===== src/rtl/clk_div_phase.sv =====
// Multi-channel divided-clock generator: one shared modulo-div counter drives N_CH
// registered square waves with programmable high time and phase delay.
module clk_div_phase #(
  parameter int                      WIDTH    = 10,
  parameter int                      N_CH     = 2,
  parameter int                      DEF_DIV  = 950,
  parameter int                      DEF_HIGH = 475,
  parameter logic [N_CH*WIDTH-1:0]   DEF_DLY  = {10'd240, 10'd0}
) (
  input  logic                   clk,
  input  logic                   rst,
  input  logic                   en,
  input  logic [WIDTH-1:0]       cfg_div,
  input  logic [WIDTH-1:0]       cfg_high,
  input  logic [N_CH*WIDTH-1:0]  cfg_dly,
  input  logic                   cfg_load,
  output logic                   cfg_busy,
  output logic                   cfg_ack,
  output logic                   cfg_err,
  output logic [N_CH-1:0]        o_clk,
  output logic                   o_sync
);

  logic [WIDTH-1:0]      cnt_q, cnt_d;
  logic [WIDTH-1:0]      div_q, div_d, high_q, high_d;
  logic [N_CH*WIDTH-1:0] dly_q, dly_d;
  logic [WIDTH-1:0]      pdiv_q, pdiv_d, phigh_q, phigh_d;
  logic [N_CH*WIDTH-1:0] pdly_q, pdly_d;
  logic                  busy_q, busy_d, ack_q, ack_d, err_q, err_d, sync_q, sync_d;
  logic [N_CH-1:0]       oclk_q, oclk_d;
  logic                  wrap, apply, cfg_ok, load_ok;

  // Position within the period relative to a channel's delayed start; the extra
  // bit keeps cnt + div from overflowing before the delay is removed.
  function automatic logic [WIDTH:0] phase(input logic [WIDTH-1:0] c,
                                           input logic [WIDTH-1:0] d,
                                           input logic [WIDTH-1:0] dl);
    if (c >= dl) return {1'b0, c} - {1'b0, dl};
    return {1'b0, c} + {1'b0, d} - {1'b0, dl};
  endfunction

  always_comb begin
    cfg_ok = (cfg_div >= WIDTH'(2));
    for (int k = 0; k < N_CH; k++) begin
      if (cfg_dly[k*WIDTH +: WIDTH] >= cfg_div) cfg_ok = 1'b0;
    end
  end

  assign load_ok = cfg_load && cfg_ok;
  assign wrap    = en && (cnt_q >= div_q - WIDTH'(1));
  // While stopped there is no period boundary to wait for, so apply immediately.
  assign apply   = busy_q && (wrap || !en);

  always_comb begin
    cnt_d   = (!en || wrap) ? '0 : cnt_q + WIDTH'(1);
    div_d   = apply ? pdiv_q  : div_q;
    high_d  = apply ? phigh_q : high_q;
    dly_d   = apply ? pdly_q  : dly_q;
    pdiv_d  = load_ok ? cfg_div  : pdiv_q;
    phigh_d = load_ok ? cfg_high : phigh_q;
    pdly_d  = load_ok ? cfg_dly  : pdly_q;
    busy_d  = load_ok ? 1'b1 : (apply ? 1'b0 : busy_q);
    ack_d   = apply;
    err_d   = cfg_load && !cfg_ok;
    sync_d  = wrap;
    for (int k = 0; k < N_CH; k++) begin
      oclk_d[k] = en && (phase(cnt_q, div_q, dly_q[k*WIDTH +: WIDTH]) < {1'b0, high_q});
    end
  end

  always_ff @(posedge clk or posedge rst) begin
    if (rst) begin
      cnt_q  <= '0;
      div_q  <= WIDTH'(DEF_DIV);
      high_q <= WIDTH'(DEF_HIGH);
      dly_q  <= DEF_DLY;
      busy_q <= 1'b0;
      ack_q  <= 1'b0;
      err_q  <= 1'b0;
      sync_q <= 1'b0;
      oclk_q <= '0;
    end else begin
      cnt_q  <= cnt_d;
      div_q  <= div_d;
      high_q <= high_d;
      dly_q  <= dly_d;
      busy_q <= busy_d;
      ack_q  <= ack_d;
      err_q  <= err_d;
      sync_q <= sync_d;
      oclk_q <= oclk_d;
    end
  end

  // Pending values are only meaningful while busy_q is set, so they need no reset.
  always_ff @(posedge clk) begin
    pdiv_q  <= pdiv_d;
    phigh_q <= phigh_d;
    pdly_q  <= pdly_d;
  end

  assign cfg_busy = busy_q;
  assign cfg_ack  = ack_q;
  assign cfg_err  = err_q;
  assign o_sync   = sync_q;
  assign o_clk    = oclk_q;

endmodule


===== config.mk =====
export PLATFORM = sky130hd
export DESIGN_NAME = clk_div_phase
export DESIGN_NICKNAME = d
export VERILOG_FILES = /design/src/rtl/clk_div_phase.sv
export SDC_FILE = /design/constraint.sdc
export NUM_CORES = 1
export LEC_CHECK = 0
export BUFFER_PORTS_ARGS = -buffer_cell sky130_fd_sc_hd__buf_2
export CAP_MARGIN = 10
export CORE_MARGIN = 3
export CORE_UTILIZATION = 46
export CTS_CLUSTER_SIZE = 10
export DETAILED_ROUTE_END_ITERATION = 10
export SLEW_MARGIN = 20
export SYNTH_ARGS = -nofsm -noshare
export SYNTH_HDL_FRONTEND = slang
export SYNTH_SLANG_ARGS = --single-unit

===== constraint.sdc =====
create_clock -name clk -period 5.3 [get_ports clk]
set_clock_uncertainty 0.1 [all_clocks]
set_input_delay 0.265 -clock clk [delete_from_list [all_inputs] [get_ports clk]]
set_output_delay 0.265 -clock clk [all_outputs]
set_load 0.01 [all_outputs]

==> flow_summary.toml <==
[grt]
grt_pass1_wl_mm = 27.7
overflow = 0
grt_pass1_vias = 5339
grt_antenna_before_repair = 0
grt_max_degree = 57
track_usage_pct = 21.5

[floorplan]
initial_utilization_pct = 47.8
fp-row-count = 44
core_area_um2 = 14800
die_area_um2 = 16900
fp.dieW_um = 130
num_io_pins = 50
die_h_um = 130

[synth]
syn-mean-instance-area_um2 = 10.6
synth_top_area_cell = "ha_1"
synth-async-reset-ratio_pct = 58.3
synth_seq_cells = 96
synth_top_area_share_pct = 17.7
yosysWarnings = 0
syn-cell-area_um2 = 7060
synth_cell_type_count = 58
synth.net_count = 816
ys_dominant_reg_cell = "edfxtp_1"
synth.area.top_cells = "ha_1 18%, edfxtp_1 17%, dfrtp_1 13%, mux2_4 8.3%, dfstp_2 6.7%"
synth-edff-count = 40
syn-instance-count = 667
synth_seq_area_share_pct = 37.2

[clock_network]
path_clk_slew_ns = 0.07
cts_tree = "done"
clock_sinks = 96
numCtsBuffers = 9
clock_latency_ns = 0.35
postCtsSetupRepairBufs = 0
cts_buffer_depth = 2
htreeDepth = 3
clockRootBuffer = "clkbuf_16"

[cells_and_area]
antenna_cells = 0
drive_above_1_share_pct = 18.4
fin_area_um2 = 8120
nFillCells = 1285
areaGrowthSynthToFinish_pct = 15.1
nets = 906

[placed_design]
place.gp.congestion = 0.947
dp_hpwl_mm = 13.7
port_buffers = 49
placed_area_um2 = 7520

[drt]
drt_iter0_drc = 312
dr.pass1.iters = 5
wirelength_mm = 17.3
vias = 5251
drc = 0
wl_per_cell_um = 18.2
ant_nets = 0
viasPerCell = 5.55

[hold_path]
hold_class = "in -> async"

[worst_setup_path]
crit_family = "compound AO/OA/AOI/OAI gates"
worstPathCellList = "ha_1, a21o_1, a21oi_1, nor2b_1, o21a_1, o41ai_1, xnor2_1, ha_1, o211a_1, o21a_1, o21a_1, o31ai_1, ha_1, nor2b_1, or4b_1, a31o_2, nor3_1"
path_max_fanout = 7
path_class = "reg -> reg"
end_kind = "register"
worstSetupStartpointType = "register"
crit_slowest_cell = "dfstp_2"
path_buf_inv = 0
required_ns = 5.47
slowest_delay_ns = 0.62
arrival_ns = 5.09

[timing]
fin_crit_ns = 4.92
worst_pin_slew_ns = 0.836
setup_tns_ns = 0
fin_crit_sh_pct = 92.9
hold_viol = 0
rsz0062_at_grt = "no"
slew_headroom_pct = 44.2
slew_viol_final = 0
setup_viol = 0
max_freq_mhz = 203

[flow_run]
cap_violations = 0

[run_status]
status = "complete, no violations"
[layout make-up]
cell class                 instances  area [um2]  share of cell area, %
inverter                          55         206                   2.54
sequential                        96        2630                   32.3
timing repair buffer              86         611                   7.52
tap                              184         230                   2.84
clock inverter                     7        53.8                  0.663
clock buffer                       9         225                   2.77
multi-input combinational        509        4170                   51.3
[cell usage after synthesis, drive strengths merged, types with 5 or more instances]
cell type  count
inv           55
nand2         36
nand4          6
a21o          18
dfstp         18
nor2          53
nor3           9
buf            5
xor2          21
ha           100
o21a          11
nand3         18
a21oi         50
edfxtp        40
fa             5
xnor2         27
and3           7
o21ai         31
nand2b        15
nor2b         11
mux2          42
dfrtp         38
[worst register-to-register path, cell delays in order (launching register included)]
cell and delay (ns):
dfstp_2 0.62, ha_1 0.26, a21o_1 0.15, a21oi_1 0.23, nor2b_1 0.08, o21a_1 0.19
o41ai_1 0.60, xnor2_1 0.22, ha_1 0.38, o211a_1 0.15, o21a_1 0.18, o21a_1 0.16
o31ai_1 0.23, ha_1 0.29, nor2b_1 0.13, or4b_1 0.49, a31o_2 0.22, nor3_1 0.16
[cells by family (layout without fill, tap and decap cells)]
logic type | count (synthesis) | after routing | synth area share (%)
mux | 44 | 44 | 9.06
flops | 96 | 96 | 37.2
fa+ha+maj | 105 | 105 | 19.2
compound gates | 146 | 146 | 13.5
simple gates | 166 | 166 | 11.3
buf+inv | 62 | 157 | 3.83
xor+xnor | 48 | 48 | 5.96
[sequential cells by signal (all words and copies together) (netlist names)]
name / count
phigh_q: 10
div_q: 10
o_sync: 1
cfg_ack: 1
cnt_q: 10
pdly_q: 20
pdiv_q: 10
high_q: 10
dly_q: 20
o_clk: 2
cfg_busy: 1
cfg_err: 1
[per-layer routing]
layer | track usage [%] | part of all wire [%] | wire, um | vias up
li1 | - | - | - | 2589
met4 | 8.01 | 3.0 | 511 | 0
met1 | 29.5 | 47 | 8030 | 2489
met5 | 0 | 0 | 0 | -
met3 | 4.22 | 4.8 | 825 | 38
met2 | 33.8 | 46 | 7880 | 135
[metrics by stage]
| stage | hold slack (ns) | setup WS [ns] | util, % | cells |
|---|---|---|---|---|
| 3_5_place_dp | 0.343 | 0.443 | 51.0 | 899 |
| 5_1_grt | 0.00208 | 0.0789 | 55.0 | 946 |
| 2_1_floorplan | 0.264 | 0.923 | - | 667 |
| 3_3_place_gp | 0.341 | 0.505 | 51.0 | 899 |
| 4_1_cts | 0.000328 | 0.403 | 54.8 | 943 |
| 6_report | 0.00964 | 0.376 | 55.0 | 946 |
[timing repair]
item | in CTS | in global routing
hold buffers | 28 | 2
resized for setup | 0 | 0
hold endpoints to repair | 28 | 2
[final timing paths]
check                           slack (ns)                  from                    to  cells after the start
worst min-delay path                  0.01                   rst  dly_q[0]$_DFFE_PP0P_                      3
worst max-delay path                  0.38  div_q[1]$_DFFE_PP1P_    o_clk[1]$_DFF_PP0_                     17
worst max register to register        0.38  div_q[1]$_DFFE_PP1P_    o_clk[1]$_DFF_PP0_                     17
max in group asynchronous             4.60                   rst  div_q[6]$_DFFE_PP0P_                      3
worst min register to register        0.38   pdiv_q[9]$_DFFE_PP_  div_q[9]$_DFFE_PP1P_                      1
min in group clk                      0.02           cfg_dly[14]  pdly_q[14]$_DFFE_PP_                      1
[cells in the final DEF, fill, tap and decap left out, types with 7 or more instances in the layout]
cell type      synthesis  layout
ha_1                 100     100
inv_1                 55      54
nor2_1                52      51
buf_2                  0      49
a21oi_1               48      48
edfxtp_1              40      40
mux2_4                39      39
dfrtp_1               38      38
nand2_1               36      36
dlygate4sd3_1          0      30
o21ai_0               28      28
xnor2_1               27      27
xor2_1                21      21
a21o_1                18      18
nand3_1               18      18
dfstp_2               18      18
nand2b_1              15      15
nor2b_1               11      11
o21a_1                11      11
nor3_1                 9       9
clkbuf_16              0       9
and3_1                 7       7
Power is not shown: default switching activity piles up to over one toggle a cycle in this logic, so the estimate is an artifact.
